<file path="config.mk">
export PLATFORM = sky130hd
export DESIGN_NAME = wasm_alu_issue
export DESIGN_NICKNAME = d
export VERILOG_FILES = /design/src/rtl/wasm_alu_issue.sv
export SDC_FILE = /design/constraint.sdc
export NUM_CORES = 1
export LEC_CHECK = 0
export ABC_AREA = 1
export BUFFER_PORTS_ARGS = -buffer_cell sky130_fd_sc_hd__buf_2
export CAP_MARGIN = 5
export CORE_ASPECT_RATIO = 2
export CORE_MARGIN = 3
export CORE_UTILIZATION = 52
export DETAILED_ROUTE_END_ITERATION = 16
export PLACE_DENSITY_LB_ADDON = 0.1
export SETUP_SLACK_MARGIN = 0.02
export SYNTH_ARGS = -nofsm -noshare
export SYNTH_HDL_FRONTEND = slang
export SYNTH_SLANG_ARGS = --single-unit
</file>
<file path="constraint.sdc">
create_clock -name clk -period 3.6 [get_ports clk]
set_clock_uncertainty 0.15 [all_clocks]
set_input_delay 1.08 -clock clk [delete_from_list [all_inputs] [get_ports clk]]
set_output_delay 1.08 -clock clk [all_outputs]
set_load 0.005 [all_outputs]
</file>
<file path="src/rtl/wasm_alu_issue.sv">
// Initiator for the i32 ALU: pops operands from the value stack, issues one op,
// and pushes the result back or halts the core on an ALU trap.
package wasm_alu_pkg;
    typedef enum logic [4:0] {
        ALU_ADD = 5'd0, ALU_SUB, ALU_MUL, ALU_DIV_S, ALU_DIV_U, ALU_REM_S, ALU_REM_U,
        ALU_AND, ALU_OR, ALU_XOR, ALU_SHL, ALU_SHR_S, ALU_SHR_U, ALU_ROTL, ALU_ROTR,
        ALU_CLZ, ALU_CTZ, ALU_POPCNT, ALU_EQZ, ALU_EQ, ALU_NE, ALU_LT_S, ALU_LT_U,
        ALU_GT_S, ALU_GT_U, ALU_LE_S, ALU_LE_U, ALU_GE_S, ALU_GE_U
    } alu_op_t;

    typedef enum logic [1:0] {
        TRAP_NONE         = 2'd0,
        TRAP_INT_DIV_ZERO = 2'd1,
        TRAP_INT_OVERFLOW = 2'd2,
        TRAP_INVALID_OP   = 2'd3
    } trap_t;
endpackage

module wasm_alu_issue
    import wasm_alu_pkg::*;
#(
    parameter int ALU_TIMEOUT = 16,
    parameter int CNT_W       = 32
) (
    input  logic             clk,
    input  logic             rst,
    input  logic             cmd_valid,
    output logic             cmd_ready,
    input  alu_op_t          cmd_op,
    output logic             pop_req,
    input  logic             pop_ack,
    input  logic             pop_empty,
    input  logic [31:0]      pop_data,
    output logic             push_valid,
    input  logic             push_ready,
    output logic [31:0]      push_data,
    output logic             alu_valid,
    output alu_op_t          alu_op,
    output logic [31:0]      alu_a,
    output logic [31:0]      alu_b,
    input  logic             alu_valid_out,
    input  logic [31:0]      alu_result,
    input  trap_t            alu_trap,
    output logic             trap_valid,
    output trap_t            trap_code,
    output logic             err_underflow,
    output logic             err_timeout,
    output logic             busy,
    output logic [CNT_W-1:0] ops_done
);

    localparam int TMR_W = $clog2(ALU_TIMEOUT + 1);

    typedef enum logic [2:0] {
        S_IDLE  = 3'd0,
        S_POP_B = 3'd1,
        S_POP_A = 3'd2,
        S_EXEC  = 3'd3,
        S_PUSH  = 3'd4,
        S_HALT  = 3'd5
    } state_t;

    state_t           state_r, state_s;
    alu_op_t          op_r, op_s;
    logic             unary_r, unary_s;
    logic [31:0]      a_r, a_s, b_r, b_s;
    logic [TMR_W-1:0] tmr_r, tmr_s;
    trap_t            trap_code_s;
    logic             underflow_s, timeout_s, capture_s, push_fire_s;

    function automatic logic is_unary(input alu_op_t op);
        case (op)
            ALU_CLZ, ALU_CTZ, ALU_POPCNT, ALU_EQZ: is_unary = 1'b1;
            default:                              is_unary = 1'b0;
        endcase
    endfunction

    // Next-state and datapath-load decode.
    always_comb begin
        state_s     = state_r;
        op_s        = op_r;
        unary_s     = unary_r;
        a_s         = a_r;
        b_s         = b_r;
        tmr_s       = tmr_r;
        trap_code_s = trap_code;
        underflow_s = 1'b0;
        timeout_s   = 1'b0;
        capture_s   = 1'b0;
        push_fire_s = 1'b0;
        case (state_r)
            S_IDLE: begin
                // cmd_ready (not just the state) gates acceptance so the
                // cycle right after reset, with all outputs low, ignores requests.
                if (cmd_ready && cmd_valid) begin
                    op_s    = cmd_op;
                    unary_s = is_unary(cmd_op);
                    state_s = S_POP_B;
                end else begin
                    state_s = S_IDLE;
                end
            end
            S_POP_B: begin
                if (pop_empty) begin
                    underflow_s = 1'b1;
                    state_s     = S_IDLE;
                end else if (pop_ack) begin
                    if (unary_r) begin
                        a_s     = pop_data;
                        b_s     = 32'd0;
                        tmr_s   = '0;
                        state_s = S_EXEC;
                    end else begin
                        b_s     = pop_data;
                        state_s = S_POP_A;
                    end
                end else begin
                    state_s = S_POP_B;
                end
            end
            S_POP_A: begin
                if (pop_empty) begin
                    underflow_s = 1'b1;
                    state_s     = S_IDLE;
                end else if (pop_ack) begin
                    a_s     = pop_data;
                    tmr_s   = '0;
                    state_s = S_EXEC;
                end else begin
                    state_s = S_POP_A;
                end
            end
            S_EXEC: begin
                if (alu_valid_out) begin
                    if (alu_trap == TRAP_NONE) begin
                        capture_s = 1'b1;
                        state_s   = S_PUSH;
                    end else begin
                        trap_code_s = alu_trap;
                        state_s     = S_HALT;
                    end
                end else if (tmr_r == TMR_W'(ALU_TIMEOUT - 1)) begin
                    timeout_s = 1'b1;
                    state_s   = S_IDLE;
                end else begin
                    tmr_s = tmr_r + TMR_W'(1);
                end
            end
            S_PUSH: begin
                if (push_ready) begin
                    push_fire_s = 1'b1;
                    state_s     = S_IDLE;
                end else begin
                    state_s = S_PUSH;
                end
            end
            S_HALT: state_s = S_HALT;
            default: state_s = S_IDLE;
        endcase
    end

    // State, operand registers and outputs registered from the next-state decode.
    always_ff @(posedge clk) begin
        if (rst) begin
            state_r       <= S_IDLE;
            op_r          <= alu_op_t'(5'd0);
            unary_r       <= 1'b0;
            a_r           <= 32'd0;
            b_r           <= 32'd0;
            tmr_r         <= '0;
            cmd_ready     <= 1'b0;
            pop_req       <= 1'b0;
            push_valid    <= 1'b0;
            push_data     <= 32'd0;
            alu_valid     <= 1'b0;
            alu_op        <= alu_op_t'(5'd0);
            alu_a         <= 32'd0;
            alu_b         <= 32'd0;
            trap_valid    <= 1'b0;
            trap_code     <= TRAP_NONE;
            err_underflow <= 1'b0;
            err_timeout   <= 1'b0;
            busy          <= 1'b0;
            ops_done      <= '0;
        end else begin
            state_r       <= state_s;
            op_r          <= op_s;
            unary_r       <= unary_s;
            a_r           <= a_s;
            b_r           <= b_s;
            tmr_r         <= tmr_s;
            cmd_ready     <= (state_s == S_IDLE);
            pop_req       <= (state_s == S_POP_B) || (state_s == S_POP_A);
            push_valid    <= (state_s == S_PUSH);
            alu_valid     <= (state_s == S_EXEC);
            alu_op        <= (state_s == S_EXEC) ? op_s : alu_op_t'(5'd0);
            alu_a         <= (state_s == S_EXEC) ? a_s : 32'd0;
            alu_b         <= (state_s == S_EXEC) ? b_s : 32'd0;
            trap_valid    <= (state_s == S_HALT);
            trap_code     <= trap_code_s;
            err_underflow <= underflow_s;
            err_timeout   <= timeout_s;
            busy          <= (state_s != S_IDLE);
            if (capture_s) begin
                push_data <= alu_result;
            end
            if (push_fire_s) begin
                ops_done <= ops_done + CNT_W'(1);
            end
        end
    end

endmodule

</file>
==> results.md, run 1 <==
- Die ar.: approximately 18000 sq um
- Critical Path RT: 3790 ps
- HPWL after DPL: 14.9 mm
- Vias per cell: 5.05
- Pint: 3.72 mW
- First-pass GRT wire length: 33.2 mm
- Initial core utilization: 53.4%
- Share of cells above drive strength 1: 22.5%
- Post-synth EDFFs: 0
- Clock buffer count from CTS: 20
- NetSw: 1.01 mW
- Count of final hold-check violations: 0
- Status: completed
- WL/cell: 14.1 um
- Post-synth cell types: 31
- Vias in the first global route: 7119
- Syn Nets: 1143
- CP Capture Type: register
- Rel. slew slack: 33.8%
- Mapped Area: 8250 sq um
- GPL Wtd Cong: 0.891
- Fmax: 420 MHz
- Syn_area_per_cell: 7.77 sq um
- Drt initial violations: approximately 250
- Crit Path Class: reg -> reg
- Hold Buf Count CTS: 0
- CTS resizes: 0
- Yosys Warn Count: 0
- Combinational fraction of design power: 3.8%
- Core area: about 15000 sq um
- Io pins: 221
- Crit start category: register
- Vert. Die Dim: 184 um
- Leakage power: 4.98 nW
- Clock-pin transition on the worst setup and hold timing paths: 70 ps
- Top_reg_cell synth: dfxtp_1
- Final setup viols: 0
- Slew Viols, Final: 0
- Sequential Power Share: 52.1%
- Row count: 64
- Initial antenna violation count: 1
- Register area: 4420 sq um
- Vias: approximately 7500
- ANT nets after route: 0
- Max-Cap Viols: 0
- Largest net degree at the start of global routing: 97
- PD cells: 468 nW/um^2
- Port buffer count: 220
- Seq cells post-synth: 221
- Layout area overhead: 22.6%
- Clock Tree Root: clkbuf_16
- TritonCTS clock tree: built
- Worst Max-Slew Pin Slew: 991 ps
- FILL cells: 1411
- Setup TNS Final: 0 ps
- Final core utilization: 65.5%
- Critical Path AT: approximately 2600 ps
- Number of nets in the layout: 1347
- Worst skew pair latency: 490 ps
- TritonCTS sink count: 221
- Sw Share: between 20 and 25%
- Final Power: 4.74 mW
- Gr usage total: between 20% and 30%
- Clock Path Buffers: 3
- Routed WL: 20.9 mm
- Post-CTS Setup Inserts: 0
- Grt ovf: 0
- DRT Pass-1 Iters: 4
- Die X: 95.1 um
- Maximum VDD drop: 0.370 mV
- DRC: 0
- Sequential fraction of the synthesis area: 53.6%
- Final period util: 66.1%
- H-tree levels: 1
- Fraction of registers with async set/reset: 0%
- Min Tclk post-route: 2380 ps
- Mapped Cells: 1062
- RSZ-0062 raised after global routing: false
- Crit-path max FO: 70
- Clk network pwr share: 44.1%
- Area of the multi-input gates: 3090 sq um
- Min-Delay Path Class: reg -> reg
## path summary, 6_finish.rpt
| path | startpoint | slack [ps] | depth (start not counted) | end |
|---|---|---|---|---|
| worst min register to register | trap_code[0] | 310 | 2 | trap_code[0] |
| worst max register to register | tmr_r[0] | 1220 | 11 | alu_a[8] |
| worst max-delay path | tmr_r[0] | 1220 | 11 | alu_a[8] |
| worst min-delay path | trap_code[0] | 310 | 2 | trap_code[0] |
## Yosys cell counts (all sizes together) (3+ instances only)
library cell | number | area [sq um]
nand2 | 159 | 619
nor2 | 261 | 1020
nor3 | 8 | 40.0
xor2 | 5 | 43.8
buf | 26 | 148
nand3 | 29 | 160
nand4 | 17 | 106
and3 | 3 | 18.8
a21oi | 19 | 95.1
o21ai | 81 | 405
a22oi | 31 | 233
dfxtp | 221 | 4420
clkbuf | 19 | 71.3
ha | 3 | 37.5
o211ai | 32 | 240
inv | 139 | 522
## routing by layer
layer  track usage (%)  share of wire, %  vias up
met3              4.04               5.4       57
met5                 0                 0        -
met1              24.8                36     3422
met2              44.5                54      220
li1                  -                 -     3763
met4              10.1               4.0        0
## per-stage QoR
stage	setup slack (ps)	cell area [sq um]	std cells	hold WS [ps]
after floorplan	1360	8250	1062	306
after global placement	907	9460	1442	304
after detailed placement	814	9460	1442	303
after CTS	1210	10100	1478	313
after global routing	963	10100	1479	358
final	1220	10100	1479	310
## logic make-up (layout without fill, tap and decap cells)
family / Yosys count / after routing / share of synthesized area (%)
compound gates: 164 / 164 / 11.9
buf+inv: 184 / 402 / 8.97
flops: 221 / 221 / 53.6
simple gates: 481 / 481 / 24.1
other cells: 0 / 1 / 0
mux: 2 / 2 / 0.243
fa+ha+maj: 3 / 3 / 0.455
xor+xnor: 7 / 7 / 0.743
## cells in the final DEF, fill, tap and decap left out, types with 3 or more instances in the layout
cell type,count
ha_1,3
dfxtp_1,221
buf_4,5
nor2_4,3
clkbuf_1,3
nor3_1,8
inv_1,133
nand2_1,150
clkbuf_16,21
clkinv_2,3
inv_2,6
nor2_2,7
xor2_1,5
clkbuf_8,6
a22oi_1,31
o21ai_0,80
a21oi_1,19
nand2_2,9
nor2_1,251
and3_1,3
o211ai_1,32
buf_2,220
nand3_2,3
nand4_1,17
nand3_1,26
## power by group through the flow
stage,clock (mW),sequential [mW],combinational (mW)
CTS,2.15,2.47,0.179
global route,2.24,2.47,0.200
finish,2.09,2.47,0.178
detailed placement,0,2.52,0.178
global placement,0,2.52,0.177
floorplan,0,2.52,0.0930
## flip-flops by register name (all words and copies together) (netlist names), 3 cells and up
signal,cells
alu_op,5
push_data,32
alu_a,32
a_r,32
ops_done,32
op_r,5
state_r,3
tmr_r,5
b_r,32
alu_b,32
## critical path, stage by stage (launching register included)
cell and delay (ps):
dfxtp_1 380, ha_1 200, and3_1 170, ha_1 160, inv_1 80, nand2_1 60, nand2_1 60, nand2_1 90
nor2_2 60, nand3_2 60, buf_4 600, nor2_1 110
## layout make-up
class	instances	share of cell area, %
Clock buffer	30	6.12
Inverter	139	5.15
Clock inverter	6	0.395
Multi-Input combinational cell	657	30.5
Sequential cell	221	43.7
Antenna cell	1	0.0247
Tap cell	198	2.45
Timing Repair Buffer	227	11.6
Power figures use the tool's default switching activity.
==> inputs of run 2 (changes only) <==
--- a/config.mk
+++ b/config.mk
@@ -5,12 +5,12 @@
 export SDC_FILE = /design/constraint.sdc
 export NUM_CORES = 1
 export LEC_CHECK = 0
-export ABC_AREA = 1
+export ABC_AREA = 0
 export BUFFER_PORTS_ARGS = -buffer_cell sky130_fd_sc_hd__buf_2
 export CAP_MARGIN = 5
 export CORE_ASPECT_RATIO = 2
 export CORE_MARGIN = 3
-export CORE_UTILIZATION = 52
+export CORE_UTILIZATION = 51
 export DETAILED_ROUTE_END_ITERATION = 16
 export PLACE_DENSITY_LB_ADDON = 0.1
 export SETUP_SLACK_MARGIN = 0.02
==> constraint.sdc (replaced) <==
create_clock -name clk -period 2.4 [get_ports clk]
set_clock_uncertainty 0.15 [all_clocks]
set_input_delay 0.72 -clock clk [delete_from_list [all_inputs] [get_ports clk]]
set_output_delay 0.72 -clock clk [all_outputs]
set_load 0.005 [all_outputs]
==> run 2 against run 1 <==
  * Worst setup slack got worse by 1100 ps
  * Final area shrank 2.0%
  * Clock power increased by 54%
  * Routed wire length is 6.7% lower
  * Utilization up 2.9 points
  * Critical path depth is 2 lower
  * Combinational power grew 57%
  * Largest power group unchanged
==> results.md, run 2 <==
- Status: completed
- HPWL after DPL: ~13 mm
- TritonCTS clock tree: built
- Fin Hold WS: 302 ps
- Top cell by count, worst path: ha_2
- Die ar.: about 17000 sq um
- Io pins: 221
- RSZ-0062 raised after global routing: false
- Core area: 14500 sq um
- Critical path cell sequence: ha_2, and3_1, ha_2, o21ai_2, a21oi_2, or3_4, nand2b_4, clkbuf_16, nor2_1
- Sequential fraction of the synthesis area: 57.8%
- Port buffer count: between 200 and 250
- ANT nets after route: 0
- Rel. slew slack: 59.4%
- Clock-pin transition on the worst setup and hold timing paths: 70 ps
- DRC: 0
- Syn Nets: 907
- Mapped Area: around 7700 sq um
- Hold path start: push_data[3]
- Critical Path RT: 2660 ps
- Grt ovf: 0
- Wire length on met2: 10.8 mm
- Drt initial violations: ~210
- Min Tclk post-route: about 2200 ps
- TritonCTS sink count: 221
- First-pass GRT wire length: about 29 mm
- Critical Path AT: 2510 ps
- Fraction of registers with async set/reset: 0%
- Initial core utilization: 52.8%
- Syn_area_per_cell: a little over 9 sq um
- Most frequent cells in the layout: dfxtp_1 (220), buf_2 (219), nor2_1 (176)
- Top_reg_cell synth: dfxtp_1
- Count of final hold-check violations: 0
- Min-Delay Path Class: reg -> reg
- H-tree levels: 1
- Register area: 4430 sq um
- Gr usage total: 21.5%
- Row count: 62
- Layout area overhead: 29.5%
- Slew Viols, Final: 0
- Top Metal Used: met4
- Post-synth EDFFs: 0
- Final core utilization: slightly below 70%
- Critical-path cell with the highest stage delay: or3_4
- Crit-path max FO: 6
- Met3 WL: roughly 900 um
- FILL cells: 1235
- Largest cells by area after synthesis: dfxtp_1 (58%), nor2_1 (8.8%), a21oi_1 (4.9%)
- GPL Wtd Cong: 0.854
- Share of cells above drive strength 1: 28.8%
- Vias per cell: 5.03
- Yosys Warn Count: 0
- CP Capture Type: register
- Final setup viols: 0
- CP startpoint: tmr_r[0]
- Ant. Diodes: 0
- DRT Pass-1 Iters: 4
- WL/cell: 15.5 um
- Worst skew pair latency: 480 ps
- Final period util: 93.7%
- Hold Buf Count CTS: 0
- Non-filler cells in the finished layout: 1257
- Routed WL: 19.5 mm
- Seq cells post-synth: 221
- Leakage power: approximately 4.6 nW
- Crit Path Class: reg -> reg
- Die X: around 90 um
- Area of the multi-input gates: 3020 sq um
- PD cells: 724 nW/um^2
- Clock Tree Root: clkbuf_16
- Worst path top cell family by delay: simple AND/OR/NAND/NOR gates
- Worst Max-Slew Pin Slew: 609 ps
- Most frequent cell after synthesis: dfxtp_1
- Worst R2R Start: tmr_r[0]
- Synth top area share: 57.8%
- Synth area leader: dfxtp_1
- Maximum VDD drop: 0.679 mV
- Mapped Cells: ~830
- Commonest non-fill, non-tap cell in the layout: dfxtp_1
- Fmax: 445 MHz
- Max-Cap Viols: 0
- Crit path buffers/inverters: 1
- Crit start category: register
- Met1 Wirelength: 7.31 mm
- Clock buffer count from CTS: 19
- Post-Place Cells: ~1200
- Post-synth cell types: 43
- Crit path largest cell delay: roughly 440 ps
- Vias: 6322
- Largest net degree at the start of global routing: 65
- Initial antenna violation count: 0
- Vias in the first global route: 6022
- Clock Path Buffers: 3
- Number of nets in the layout: 1134
- Post-synth top cells: dfxtp_1 (221), nor2_1 (179), nand2_1 (90)
- Vert. Die Dim: around 180 um
==> run 2: changes by cell type after synthesis, sizes merged, moves of 11 or more <==
cell | before | now
clkbuf | 19 | 44
nor3b | 1 | 33
a21oi | 19 | 75
o21ai | 81 | 7
xnor2 | 2 | 13
nand2 | 159 | 90
a22oi | 31 | 3
nor2 | 261 | 179
o211ai | 32 | 2
inv | 139 | 8
nand3 | 29 | 13
mux2i | 2 | 37
buf | 26 | 9
==> run 2: metal layers <==
layer  GRT usage, %  vias up
li1               -     3174
met1           23.5     2959
met2           40.8      157
met3           3.86       32
met4           7.83        0
met5              0        -
==> run 2: final cells by class <==
class | count | area share [%]
Clock buffer | 27 | 5.50
Clock inverter | 6 | 1.08
Inverter | 8 | 0.303
Multi-Input combinational cell | 545 | 30.4
Sequential cell | 221 | 44.6
Tap cell | 192 | 2.42
Timing Repair Buffer | 258 | 15.6
==> run 2: power by group <==
group	leakage (nW)	internal [mW]	switching [mW]	total (mW)
Sequential	1.78	3.69	0.00808	3.70
Combinational	2.50	0.118	0.161	0.279
Clock	0.318	1.91	1.30	3.21
Total	4.60	5.71	1.47	7.18
==> run 2: kinds of logic (layout without fill, tap and decap cells) <==
group,count (synthesis),after routing,share of synthesized area (%)
adder cells (fa/ha/maj),3,3,0.490
flip-flops,221,221,57.8
multiplexers,39,39,5.13
AND/OR/NAND/NOR,382,383,23.6
XOR/XNOR,27,27,3.09
buffers and inverters,61,299,3.38
AO/OA/AOI/OAI,93,93,6.50
==> run 2: worst min-delay path: stages, from the launching register on <==
cell and delay [ps]:
dfxtp_1 310, nand2_1 50, a21oi_1 50
==> run 2: what timing repair did <==
item	4_1_cts	5_1_grt
pin swaps	0	3
gates cloned	0	9
setup buffers	0	0
setup endpoints to repair	6	72
gates resized for setup	1	14
hold endpoints to repair	0	0
==> run 2: final timing paths <==
kind | slack (ps) | to | cells after the start
worst max-delay path | 150 | alu_b[31] | 9
worst max register to register | 150 | alu_b[31] | 9
worst min register to register | 300 | push_data[3] | 2
worst min-delay path | 300 | push_data[3] | 2
==> run 2: per-stage QoR <==
step	setup slack, ps	instance area [sq um]	setup TNS (ps)	total power, mW
3_5_place_dp	-48.9	9050	-89.2	4.04
5_1_grt	33.4	9920	0	7.41
4_1_cts	31.8	9710	0	7.23
6_report	150	9920	0	7.18
3_3_place_gp	-20.7	9050	-35.6	4.04
2_1_floorplan	22.7	7660	0	3.92
==> inputs of run 3 (changes only) <==
--- a/config.mk
+++ b/config.mk
@@ -8,9 +8,11 @@
 export ABC_AREA = 0
 export BUFFER_PORTS_ARGS = -buffer_cell sky130_fd_sc_hd__buf_2
 export CAP_MARGIN = 5
+export CELL_PAD_IN_SITES_DETAIL_PLACEMENT = 1
+export CELL_PAD_IN_SITES_GLOBAL_PLACEMENT = 1
 export CORE_ASPECT_RATIO = 2
 export CORE_MARGIN = 3
-export CORE_UTILIZATION = 51
+export CORE_UTILIZATION = 38
 export DETAILED_ROUTE_END_ITERATION = 16
 export PLACE_DENSITY_LB_ADDON = 0.1
 export SETUP_SLACK_MARGIN = 0.02
==> run 3 against run 2 <==
  * Clock-buffer cell count fell by 1
  * Critical endpoint is now tmr_r[2]
  * Critical path depth unchanged
  * Via count is 1.2% higher
  * Cell count up 4.9%
  * Combinational power is essentially flat
  * Flip-flop and latch count unchanged
  * Non-clock buffer count fell by 5
  * Clock power increased by 5%
  * Utilization decreased by 18 points
  * Power increased by 2.4%
  * Die area grew 32%
==> results.md, run 3 (synthesis gave the netlist of run 2 again) <==
- Status: completed
- Share of cells above drive strength 1: 28.6%
- Non-filler cells in the finished layout: 1319
- Io pins: approximately 220
- Initial antenna violation count: 0
- Min-Delay Path Class: reg -> reg
- RSZ-0062 raised after global routing: false
- Initial core utilization: a little under 40%
- Leakage power: 4.54 nW
- Ant. Diodes: 0
- NetSw: 1.54 mW
- WL/cell: 16.1 um
- Port buffer count: 220
- First-pass GRT wire length: 33.9 mm
- H-tree levels: 1
- ANT nets after route: 0
- Gr usage total: 18.9%
- Die ar.: around 22000 sq um
- Fmax: between 400 and 500 MHz
- Grt ovf: 0
- Pint: 5.81 mW
- Drt initial violations: 117
- Most frequent cells in the layout: dfxtp_1 (220), buf_2 (219), nor2_1 (179)
- Sw Share: 20.9%
- Clock Tree Root: clkbuf_16
- Setup ws final: 123 ps
- Vias in the first global route: 6605
- Crit-path max FO: 6
- GPL Wtd Cong: 0.781
- Core area: a little under 20000 sq um
- Post-Place Cells: ~1300
- Commonest non-fill, non-tap cell in the layout: dfxtp_1
- Worst Max-Slew Pin Slew: 429 ps
- Clock-pin transition on the worst setup and hold timing paths: ~70 ps
- Slew Viols, Final: 0
- HPWL after DPL: 15.0 mm
- Post-CTS Setup Inserts: 0
- Number of nets in the layout: 1129
- Critical Path RT: 2690 ps
- TritonCTS clock tree: built
- Vias per cell: 4.85
- Routed WL: 21.2 mm
- Worst skew pair latency: 490 ps
- Max-Cap Viols: 0
- Critical Path AT: between 2000 and 3000 ps
- Maximum VDD drop: 0.559 mV
- Row count: 72
- Clock Path Buffers: 3
- Vert. Die Dim: 207 um
- Crit Path Class: reg -> reg
- Die X: roughly 110 um
- Pre-CTS setup slack: -38.0 ps
- Clk network pwr share: 45.9%
- Sequential Power Share: 50.3%
- DRT Pass-1 Iters: 4
- Final period util: 94.9%
- Rel. slew slack: 71.3%
- TritonCTS sink count: 221
- PD cells: 744 nW/um^2
- Final setup viols: 0
- Crit start category: register
- Layout area overhead: 29.1%
- Hold Buf Count CTS: 0
- Largest net degree at the start of global routing: 65
- Min Tclk post-route: roughly 2300 ps
- Clock buffer count from CTS: 20
- Vias: 6398
- Final core utilization: 50.6%
- CP Capture Type: register
- DRC: 0
- Combinational fraction of design power: 3.8%
- Count of final hold-check violations: 0
[run 3: cell types whose count changed in the layout (fill, tap and decap cells not counted), moves of 2 or more]
| cell | before | now |
|---|---|---|
| clkbuf_16 | 24 | 21 |
| buf_6 | 3 | 0 |
| nand2b_4 | 2 | 0 |
| nor2_1 | 176 | 179 |
| clkbuf_1 | 4 | 2 |
| buf_4 | 26 | 29 |
| nor2_2 | 3 | 0 |
| clkinv_2 | 2 | 5 |
[run 3: power groups by stage]
stage	clock [mW]	combinational, mW	sequential (mW)
detailed placement	0	0.283	3.78
global route	3.62	0.311	3.70
finish	3.37	0.282	3.70
floorplan	0	0.137	3.78
global placement	0	0.282	3.78
CTS	3.49	0.286	3.70
[run 3: repair_timing]
item | 4_1_cts | 5_1_grt
cloned | 0 | 0
pin swaps | 0 | 4
resized for setup | 3 | 6
endpoints found under the hold margin | 0 | 0
endpoints found under the setup margin | 72 | 54
[run 3: final cells by class]
| type | instances | area, sq um |
|---|---|---|
| inverters | 8 | 30.0 |
| fillers | 2329 | 9660 |
| repair buffers | 253 | 1410 |
| multi-input cells | 544 | 3000 |
| clock inverters | 8 | 115 |
| well taps | 259 | 324 |
| flip-flops and latches | 221 | 4430 |
| clock buffers | 26 | 574 |
[run 3: metal layers]
layer / vias to the layer above / track usage (%) / part of all wire, %
met1: 3057 / 19.6 / 37
met4: 0 / 6.30 / 2.8
li1: 3152 / - / -
met2: 152 / 37.3 / 55
met5: - / 0 / 0
met3: 37 / 3.80 / 5.7
[run 3: worst max-delay path, stage by stage (launching register included)]
cell,delay [ps]
dfxtp_2,320
ha_2,190
and3_4,170
ha_2,170
o21ai_2,120
a21oi_2,60
or3_4,420
buf_4,150
or4_4,400
nand2_1,70
[run 3: per-stage QoR]
stage,hold WS [ps],power (mW),cell area (sq um),TNS (ps)
final,301,7.35,9890,0
after global routing,309,7.63,9890,0
after CTS,292,7.48,9870,0
after detailed placement,296,4.06,9170,-120
after global placement,289,4.06,9170,0
after floorplan,301,3.92,7660,0
[run 3: worst paths after layout]
check,startpoint,endpoint,slack [ps],cells after the start
worst min register to register,push_data[4],push_data[4],300,2
worst max-delay path,tmr_r[0],tmr_r[2],120,9
worst min-delay path,push_data[4],push_data[4],300,2
worst max register to register,tmr_r[0],tmr_r[2],120,9
